File: src/rtl/multicycle_sequencer_pkg.sv
// Shared types and encodings for the multi-cycle control path: FSM states,
// RV32I opcodes, instruction classes and datapath select encodings.
package multicycle_sequencer_pkg;

  typedef enum logic [2:0] {
    ST_FETCH     = 3'd0,
    ST_DECODE    = 3'd1,
    ST_EXECUTE   = 3'd2,
    ST_MEM       = 3'd3,
    ST_WRITEBACK = 3'd4
  } state_t;

  localparam int unsigned OPCODE_WIDTH = 7;

  localparam logic [OPCODE_WIDTH-1:0] OPC_LOAD     = 7'b0000011;
  localparam logic [OPCODE_WIDTH-1:0] OPC_MISC_MEM = 7'b0001111;
  localparam logic [OPCODE_WIDTH-1:0] OPC_OP_IMM   = 7'b0010011;
  localparam logic [OPCODE_WIDTH-1:0] OPC_AUIPC    = 7'b0010111;
  localparam logic [OPCODE_WIDTH-1:0] OPC_STORE    = 7'b0100011;
  localparam logic [OPCODE_WIDTH-1:0] OPC_OP       = 7'b0110011;
  localparam logic [OPCODE_WIDTH-1:0] OPC_LUI      = 7'b0110111;
  localparam logic [OPCODE_WIDTH-1:0] OPC_BRANCH   = 7'b1100011;
  localparam logic [OPCODE_WIDTH-1:0] OPC_JALR     = 7'b1100111;
  localparam logic [OPCODE_WIDTH-1:0] OPC_JAL      = 7'b1101111;
  localparam logic [OPCODE_WIDTH-1:0] OPC_SYSTEM   = 7'b1110011;

  typedef enum logic [3:0] {
    CLS_ALU_R   = 4'd0,
    CLS_ALU_I   = 4'd1,
    CLS_LOAD    = 4'd2,
    CLS_STORE   = 4'd3,
    CLS_BRANCH  = 4'd4,
    CLS_JAL     = 4'd5,
    CLS_JALR    = 4'd6,
    CLS_LUI     = 4'd7,
    CLS_AUIPC   = 4'd8,
    CLS_NOP     = 4'd9,
    CLS_ILLEGAL = 4'd10
  } inst_class_t;

  localparam logic [1:0] NPC_PLUS4  = 2'd0;
  localparam logic [1:0] NPC_BRANCH = 2'd1;
  localparam logic [1:0] NPC_JAL    = 2'd2;
  localparam logic [1:0] NPC_JALR   = 2'd3;

  localparam logic [2:0] WB_ALU = 3'd0;
  localparam logic [2:0] WB_MEM = 3'd1;
  localparam logic [2:0] WB_PC4 = 3'd2;
  localparam logic [2:0] WB_IMM = 3'd3;

  localparam logic [1:0] ALU_ADD    = 2'd0;
  localparam logic [1:0] ALU_BRANCH = 2'd1;
  localparam logic [1:0] ALU_OP     = 2'd2;
  localparam logic [1:0] ALU_OP_IMM = 2'd3;

endpackage

File: src/rtl/multicycle_sequencer_decode.sv
// Maps the instruction-register opcode onto the instruction class that the
// sequencer FSM and its output logic switch on.
module multicycle_sequencer_decode
  import multicycle_sequencer_pkg::*;
(
  input  logic [OPCODE_WIDTH-1:0] inst_opcode,
  output inst_class_t             inst_class
);

  always_comb begin
    inst_class = CLS_ILLEGAL;
    case (inst_opcode)
      OPC_OP:       inst_class = CLS_ALU_R;
      OPC_OP_IMM:   inst_class = CLS_ALU_I;
      OPC_LOAD:     inst_class = CLS_LOAD;
      OPC_STORE:    inst_class = CLS_STORE;
      OPC_BRANCH:   inst_class = CLS_BRANCH;
      OPC_JAL:      inst_class = CLS_JAL;
      OPC_JALR:     inst_class = CLS_JALR;
      OPC_LUI:      inst_class = CLS_LUI;
      OPC_AUIPC:    inst_class = CLS_AUIPC;
      OPC_MISC_MEM: inst_class = CLS_NOP;
      OPC_SYSTEM:   inst_class = CLS_NOP;
      default:      inst_class = CLS_ILLEGAL;
    endcase
  end

endmodule

File: src/rtl/multicycle_sequencer.sv
// Multi-cycle FETCH/DECODE/EXECUTE/MEM/WRITEBACK control FSM sharing one
// memory port, with a wrapping retired-instruction counter.
module multicycle_sequencer
  import multicycle_sequencer_pkg::*;
#(
  parameter int unsigned COUNT_WIDTH = 32
) (
  input  logic                    clock,
  input  logic                    reset,
  input  logic [OPCODE_WIDTH-1:0] inst_opcode,
  input  logic                    take_branch,
  input  logic                    mem_ready,
  output logic                    mem_address_select,
  output logic                    mem_read_enable,
  output logic                    mem_write_enable,
  output logic                    ir_write_enable,
  output logic                    pc_write_enable,
  output logic [1:0]              next_pc_select,
  output logic                    regfile_write_enable,
  output logic                    alu_operand_a_select,
  output logic                    alu_operand_b_select,
  output logic [1:0]              alu_op_type,
  output logic [2:0]              reg_writeback_select,
  output logic                    illegal_inst,
  output logic [COUNT_WIDTH-1:0]  retired_count
);

  state_t                 state_q, state_d;
  logic [COUNT_WIDTH-1:0] count_q, count_d;
  logic                   illegal_q, illegal_d;
  logic                   retire_c;
  inst_class_t            inst_class;
  logic                   alu_a_c, alu_b_c;
  logic [1:0]             alu_type_c;

  multicycle_sequencer_decode u_decode (
    .inst_opcode (inst_opcode),
    .inst_class  (inst_class)
  );

  // ALU operand/op selection per class; applied in EXECUTE and held through MEM
  always_comb begin
    alu_a_c    = 1'b0;
    alu_b_c    = 1'b0;
    alu_type_c = ALU_ADD;
    case (inst_class)
      CLS_ALU_R:  alu_type_c = ALU_OP;
      CLS_ALU_I: begin
        alu_b_c    = 1'b1;
        alu_type_c = ALU_OP_IMM;
      end
      CLS_LOAD, CLS_STORE, CLS_JALR: alu_b_c = 1'b1;
      CLS_AUIPC: begin
        alu_a_c = 1'b1;
        alu_b_c = 1'b1;
      end
      CLS_BRANCH: alu_type_c = ALU_BRANCH;
      default: ;
    endcase
  end

  always_ff @(posedge clock) begin
    if (reset) begin
      state_q   <= ST_FETCH;
      count_q   <= '0;
      illegal_q <= 1'b0;
    end else begin
      state_q   <= state_d;
      count_q   <= count_d;
      illegal_q <= illegal_d;
    end
  end

  // Next-state and datapath controls; everything stays 0 while reset is high
  always_comb begin
    state_d              = state_q;
    illegal_d            = 1'b0;
    retire_c             = 1'b0;
    mem_address_select   = 1'b0;
    mem_read_enable      = 1'b0;
    mem_write_enable     = 1'b0;
    ir_write_enable      = 1'b0;
    pc_write_enable      = 1'b0;
    next_pc_select       = NPC_PLUS4;
    regfile_write_enable = 1'b0;
    alu_operand_a_select = 1'b0;
    alu_operand_b_select = 1'b0;
    alu_op_type          = ALU_ADD;
    reg_writeback_select = WB_ALU;
    if (!reset) begin
      case (state_q)
        ST_FETCH: begin
          mem_read_enable = 1'b1;
          if (mem_ready) begin
            ir_write_enable = 1'b1;
            state_d         = ST_DECODE;
          end
        end
        ST_DECODE: begin
          if (inst_class == CLS_ILLEGAL) begin
            pc_write_enable = 1'b1;
            illegal_d       = 1'b1;
            state_d         = ST_FETCH;
          end else begin
            state_d = ST_EXECUTE;
          end
        end
        ST_EXECUTE: begin
          alu_operand_a_select = alu_a_c;
          alu_operand_b_select = alu_b_c;
          alu_op_type          = alu_type_c;
          if (inst_class == CLS_BRANCH) begin
            pc_write_enable = 1'b1;
            next_pc_select  = take_branch ? NPC_BRANCH : NPC_PLUS4;
            retire_c        = 1'b1;
            state_d         = ST_FETCH;
          end else if (inst_class == CLS_LOAD || inst_class == CLS_STORE) begin
            state_d = ST_MEM;
          end else begin
            state_d = ST_WRITEBACK;
          end
        end
        ST_MEM: begin
          mem_address_select   = 1'b1;
          alu_operand_a_select = alu_a_c;
          alu_operand_b_select = alu_b_c;
          alu_op_type          = alu_type_c;
          if (inst_class == CLS_LOAD) begin
            mem_read_enable = 1'b1;
            if (mem_ready) state_d = ST_WRITEBACK;
          end else if (inst_class == CLS_STORE) begin
            mem_write_enable = 1'b1;
            if (mem_ready) begin
              pc_write_enable = 1'b1;
              retire_c        = 1'b1;
              state_d         = ST_FETCH;
            end
          end else begin
            state_d = ST_FETCH;
          end
        end
        ST_WRITEBACK: begin
          pc_write_enable = 1'b1;
          retire_c        = 1'b1;
          state_d         = ST_FETCH;
          case (inst_class)
            CLS_ALU_R, CLS_ALU_I, CLS_AUIPC: regfile_write_enable = 1'b1;
            CLS_LOAD: begin
              regfile_write_enable = 1'b1;
              reg_writeback_select = WB_MEM;
            end
            CLS_LUI: begin
              regfile_write_enable = 1'b1;
              reg_writeback_select = WB_IMM;
            end
            CLS_JAL: begin
              regfile_write_enable = 1'b1;
              reg_writeback_select = WB_PC4;
              next_pc_select       = NPC_JAL;
            end
            CLS_JALR: begin
              regfile_write_enable = 1'b1;
              reg_writeback_select = WB_PC4;
              next_pc_select       = NPC_JALR;
            end
            default: ;
          endcase
        end
        default: state_d = ST_FETCH;
      endcase
    end
  end

  assign count_d       = retire_c ? count_q + COUNT_WIDTH'(1) : count_q;
  assign retired_count = count_q;
  assign illegal_inst  = illegal_q & ~reset;

endmodule

File: config.mk
export PLATFORM = sky130hd
export DESIGN_NAME = multicycle_sequencer
export DESIGN_NICKNAME = d
export VERILOG_FILES = /design/src/rtl/multicycle_sequencer_pkg.sv /design/src/rtl/multicycle_sequencer_decode.sv /design/src/rtl/multicycle_sequencer.sv
export SDC_FILE = /design/constraint.sdc
export NUM_CORES = 1
export LEC_CHECK = 0
export CELL_PAD_IN_SITES_DETAIL_PLACEMENT = 1
export CELL_PAD_IN_SITES_GLOBAL_PLACEMENT = 1
export CORE_ASPECT_RATIO = 0.9
export CORE_MARGIN = 3
export CORE_UTILIZATION = 35
export CTS_CLUSTER_DIAMETER = 100
export DETAILED_ROUTE_END_ITERATION = 16
export PLACE_DENSITY = 0.86
export SYNTH_ARGS = -nofsm -noshare
export SYNTH_HDL_FRONTEND = slang
export SYNTH_HIERARCHICAL = 1
export SYNTH_SLANG_ARGS = --single-unit
File: constraint.sdc
create_clock -name clock -period 3.6 [get_ports clock]
set_clock_uncertainty 0.1 [all_clocks]
set_input_delay 0.36 -clock clock [delete_from_list [all_inputs] [get_ports clock]]
set_output_delay 0.36 -clock clock [all_outputs]
set_load 0.01 [all_outputs]
* After elaboration in Yosys (flattened, before gate mapping)
Index checks and enable logic that the tools add are counted.
** Word-level totals
- Flip-flop bits (word level) :: 36
- Bits of input ports :: 11
- Output and inout port bits :: 48
- Word-level logic and storage cells :: 94
** Operators by class
- Add/sub/neg operators :: 1
- Equal/unequal tests :: 27
- Mux-type cells :: 50
- Bitwise logic cells :: 3
- Reduce and logical (&&, ||, !) cells :: 10
** Operators by type and width (count)
- $pmux W4 S10 :: 1
- $add A32 B1 Y32 const B :: 1
- $eq A7 B7 Y1 const B :: 4
- $mux W1 :: 28
- $eq A7 B6 Y1 const B :: 3
- $mux W3 :: 7
- $eq A4 B3 Y1 const B :: 4
- $eq A7 B5 Y1 const B :: 2
- $mux W2 :: 6
- $pmux W2 S3 :: 2
- $pmux W3 S4 :: 1
- $eq A4 B2 Y1 const B :: 2
- $eq A4 B4 Y1 const B :: 2
- $pmux W2 S2 :: 2
- $reduce_or A2 Y1 :: 4
- $eq A7 B2 Y1 const B :: 1
- $eq A7 B4 Y1 const B :: 1
- $reduce_or A7 Y1 :: 1
- $eq A3 B2 Y1 const B :: 2
- $ne A3 B3 Y1 const B :: 2
- $reduce_or A5 Y1 :: 1
- $eq A4 B1 Y1 const B :: 1
- $logic_not A4 Y1 :: 1
- $pmux W1 S4 :: 1
- 10 further kinds :: 11

* Longest topological paths before layout
- Depth after elaboration :: 8
- Depth in mapped cells :: 12
- Depth with buffers taken out :: 8

* Hierarchy
The synthesis kept the hierarchy.
** By module, submodules not included
- multicycle_sequencer :: instances 1, cells an instance 253, area an instance 2047.0 µm², seq. area each 720.7 µm²
- multicycle_sequencer_decode :: instances 1, cells an instance 29, area an instance 183.9 µm², seq. area each 0.0 µm²

* Least setup slack after synthesis
OpenSTA, ideal clock, no wires.
- Kind :: input to register
- From :: in inst_opcode[5]
- To :: reg count_q[26], in the netlist retired_count[26]
- Setup time :: 0.070 ns
- Data arrival time :: 2.478 ns
- Required time :: 3.430 ns
- Setup slack :: 0.951 ns
- Stages :: 12
- Buffers on the path :: 4
- Path through :: buf_2 > nor4bb_1 > a311oi_1 > a211o_1 > buf_2 > nor4b_4 > a22o_1 > buf_6 > o2111ai_2 > buf_2 > or3_1 > a21oi_1
** On the way
- Cells in the longest elaborated chain, start to end :: 8
- Elaborated cells on any way between the ends :: 21
- Those cells by class :: eq/ne (14); mux (6); reduce/logical (1)
** Ends and longest elaborated chain
- from (decl) :: line multicycle_sequencer.sv:10 : input logic [OPCODE_WIDTH-1:0] inst_opcode,
- $eq A7 B4 Y1 / $eq A7 B7 Y1 (equally long branches) :: line multicycle_sequencer_decode.sv:12 : case (inst_opcode)
- $reduce_or A2 Y1 (no source line)
- $pmux W4 S10 (*) :: line multicycle_sequencer_decode.sv:12
- named net inst_class[1] :: line multicycle_sequencer.sv:32 : inst_class_t inst_class;
- $eq A4 B2 Y1 :: line multicycle_sequencer.sv:131 : end else if (inst_class == CLS_STORE) begin
- $mux W1 :: line multicycle_sequencer.sv:131
- $mux W1 :: line multicycle_sequencer.sv:128 : if (inst_class == CLS_LOAD) begin
- $pmux W1 S3 (*) :: line multicycle_sequencer.sv:91 : case (state_q)
- $mux W1 (*) :: line multicycle_sequencer.sv:90 : if (!reset) begin
- to (signal assigned) :: line multicycle_sequencer.sv:69 : count_q <= count_d;
- to (decl) :: line multicycle_sequencer.sv:29 : logic [COUNT_WIDTH-1:0] count_q, count_d;
Mark *: on every way through the listed nets, which the timed path passes. The rest lies on a longest branch.
A chain may end at the register's enable or synchronous reset.

* Worst setup path in the final report
- From :: in inst_opcode[3]
- To :: out pc_write_enable
** On the way
- Cells in the longest elaborated chain, start to end :: 8
- Elaborated cells on any way between the ends :: 23
- Those cells by class :: eq/ne (15); mux (7); reduce/logical (1)
** Ends and longest elaborated chain
- $eq A7 B4 Y1 / $eq A7 B7 Y1 (equally long branches) :: line multicycle_sequencer_decode.sv:12
- $reduce_or A2 Y1 (no source line)
- $pmux W4 S10 (*) :: line multicycle_sequencer_decode.sv:12
- named net inst_class[1] :: line multicycle_sequencer.sv:32
- $eq A4 B2 Y1 :: line multicycle_sequencer.sv:131
- $mux W1 :: line multicycle_sequencer.sv:131
- $mux W1 :: line multicycle_sequencer.sv:128
- $pmux W1 S4 (*) :: line multicycle_sequencer.sv:91
- $mux W1 (*) :: line multicycle_sequencer.sv:90
- to (decl) :: line multicycle_sequencer.sv:17 : output logic pc_write_enable,
Marks and branches as above.

==> impl_results.md <==
- Main combinational cell family by area after synthesis: simple AND/OR/NAND/NOR gates
- Commonest non-fill, non-tap cells in the layout: clkdlybuf4s50_1, nor2_1, dfxtp_1
- CP Capture Type: primary output
- Compound-gate portion of the synthesized area: 19.8%
- Die W: 90.2 um
- Pint: 0.679 mW
- Std-Cell Rows: 26
- Dominant cell type by area after synthesis: dfxtp_1
- Initial antenna violation count: 0
- DRT Pass-1 Iters: 5
- Adder-cell share of the synthesized area: 0.561%
- Final Hold Vio Count: 0
- Pin count of the biggest net entering global routing: 39
- Drt wl/cell: 16.0 um
- Worst stage delay on the critical path: 0.57 ns
- Diodes inserted: 0
- Worst hold slack: 0.409 ns
- Clock insertion delay at the later pin of the skew report: 0.30 ns
- Top layer in use: met4
- Depth of the worst register-to-register path: 6
- Root Buffer: clkbuf_8
- Synth top area share: 32.3%
- Worst EP required: 3.14 ns
- Max Transition Viols Final: 0
- HP Class: reg -> reg
- Die ar.: 7370 um^2
- Final ANT Viol Nets: 0
- Global-route wire length before repair: 10800 um
- Routability cong.: 0.835
- R2R setup slack: 1.09 ns
- Buffers added on ports: 57
- Vias post-DR: 2315
- #FFs+latches synth: 36
- Sw power: 0.197 mW
- Max Cap Viol: 0
- Leak Pwr: 1.01 nW
- Setup violations, final: 0
- Final WS setup: 0.126 ns
- Tcrit/Tclk final: 96.5%
- CP most frequent cell: clkdlybuf4s50_1
- Core area: 5920 um^2
- Status: finished clean
- Clock buffer depth: 2
- Max H-tree Level: 2
- WL met2: 3390 um
- Layout cell share with drive strength beyond 1: 8.38%
- Synth Flop Type: dfxtp_1
- Worst Min Path Start: retired_count[21]$_SDFFE_PP0P_
- CTS resizes: 0
- XOR/XNOR share of the synthesized area: 8.24%
- Worst r2r dst: retired_count[28]$_SDFFE_PP0P_
- Distinct cell type count after synthesis: 56
- CP max stage cell: clkdlybuf4s50_1
- Initial Util: 37.7%
- Most common cell after layout, fill and taps aside: clkdlybuf4s50_1
- Top Family by Delay on Critical Path: buffers and inverters
- Num CTS Buffers: 5
- Vias/cell: 5.54
- Ys async rst share: 0%
- Sequential share of the synthesized area: 32.3%
- Crit path buf inv count: 2
- Fmax: 0.288 GHz
- Worst Hold Endpoint: retired_count[21]$_SDFFE_PP0P_
- Cell area after synthesis: 2230 um^2
- # IOs: 59
- Mean post-synth cell area: 7.91 um^2
- IR drop worst, VDD: 0.153 mV
- DPL Wire Length: 4740 um
- Clock power share: 45.3%
- Iter 0 DRT Violations: 93
- Worst hold path depth: 2
- Post-cts hold buffer count: 0
- GRT Overall Usage: 18.1%
- DRT Wirelength: 6700 um
- Synth Instances: 282
- Vias in the first global route: 2316
- TNS Setup: 0 ns
- Startpoint Class: input pin
- Minimum clock period after layout: 3.47 ns
- Die Y: 81.7 um
- Synth Area in Simple Gates: 31.2%
- Mapped Nets: 294
- Post-CTS Setup Inserts: 0
- Slew HR: 53.8%
- NumNets Final: 345
- DRC: 0
- Congestion Overflow GR: 0
- Synth-to-Final Area Change: 35.1%
- Pre-CTS setup slack: 0.0356 ns
- CTS tree: done
- Critical Path AT: 3.01 ns
- PwrDens: 291 nW/um^2
- Worst-path maximum fanout: 3
- Critical path class: in -> out
- Sink Count: 36
- Gate power share: 8.6%
- Met1 wire length: 2960 um
- EDFF count, synth: 0
- FF-to-FF Start: state_q[0]$_SDFFE_PP0P_
- Synthesis Warnings: 6
- Cell Chain, Critical Path: clkdlybuf4s50_1, nor4bb_2, a311oi_1, a211o_1, nor4b_4, a41oi_1, nor3b_2, o21bai_1, a21oi_1, clkdlybuf4s50_1
- Reg power frac: 46.1%
- Largest cells by area after synthesis: dfxtp_1, xor2_1, nor2_1
- Sw frac: 22.5%
- Worst-path clk slew: 0.07 ns
- Tightest Pin Transition: 0.692 ns
- Wire length on met3: 164 um
- Mux contribution to synthesized area: 0.953%
- Final-layout fill cell count: 740
synthesized netlist by cell type, types with 6 or more instances:
cell type,number
or3_1,12
nor2b_1,6
buf_2,6
clkbuf_1,10
dfxtp_1,36
o211ai_1,7
o21ai_0,20
nor3_1,6
inv_1,6
nand3_1,10
nand4_1,6
o2111ai_1,6
xor2_1,16
nor2_1,36
nand2_1,11
a21oi_1,19
layer usage:
layer,global-route usage (%),vias to the layer above
met5,0,-
met4,8.10,0
met3,3.39,13
met2,33.0,41
met1,20.9,1134
li1,-,1127
through the flow:
| stage | area (um^2) | total power [mW] | util, % | cells |
|---|---|---|---|---|
| after floorplan | 2230 | 0.459 | - | 282 |
| after global placement | 2850 | 0.484 | 48.2 | 410 |
| after detailed placement | 2850 | 0.486 | 48.2 | 410 |
| after CTS | 2980 | 0.883 | 50.3 | 418 |
| after global routing | 3010 | 0.905 | 50.9 | 418 |
| final | 3010 | 0.875 | 50.9 | 418 |
how the worst max path moves through the flow:
stage	start	endpoint	slack, ns	depth (start not counted)
global route	inst_opcode[3]	pc_write_enable	-0.004	11
floorplan	inst_opcode[5]	retired_count[26]$_SDFFE_PP0P_	0.95	12
finish	inst_opcode[3]	pc_write_enable	0.13	10
CTS	inst_opcode[4]	pc_write_enable	0.02	10
global placement	inst_opcode[4]	pc_write_enable	0.11	10
detailed placement	inst_opcode[4]	pc_write_enable	0.04	10
power groups by stage:
stage / clock network [mW] / logic [mW] / registers, mW
floorplan: 0 / 0.0492 / 0.410
global route: 0.419 / 0.0825 / 0.404
detailed placement: 0 / 0.0730 / 0.413
global placement: 0 / 0.0711 / 0.413
finish: 0.396 / 0.0752 / 0.404
CTS: 0.406 / 0.0735 / 0.404
logic make-up (layout without fill, tap and decap cells):
group           count (synthesis)  count (layout)
compound gates                 69              69
other cells                     1               1
xor+xnor                       21              21
fa+ha+maj                       1               1
flops                          36              36
mux                             2               2
simple gates                  123             123
buf+inv                        29              81
state kept, by name, indices dropped and copies added, names as in the netlist:
signal,flops
retired_count,32
state_q,3
illegal_q,1
area by class of cell:
cell class / instances / area [um^2] / share of cell area, %
tap: 84 / 105 / 3.49
clock inverter: 1 / 30.0 / 0.997
inverter: 6 / 22.5 / 0.748
timing repair buffer: 67 / 657 / 21.8
multi-input combinational: 217 / 1380 / 45.8
sequential: 36 / 721 / 23.9
clock buffer: 7 / 96.3 / 3.20
worst reg2reg max path, cell delays in order, from the launching register on:
cell       delay (ns)
dfxtp_1          0.45
nor2_1           0.29
and2_1           0.63
o2111ai_2        0.26
buf_4            0.24
or3_1            0.34
a21oi_1          0.13
(Power assumes the default switching activity.)
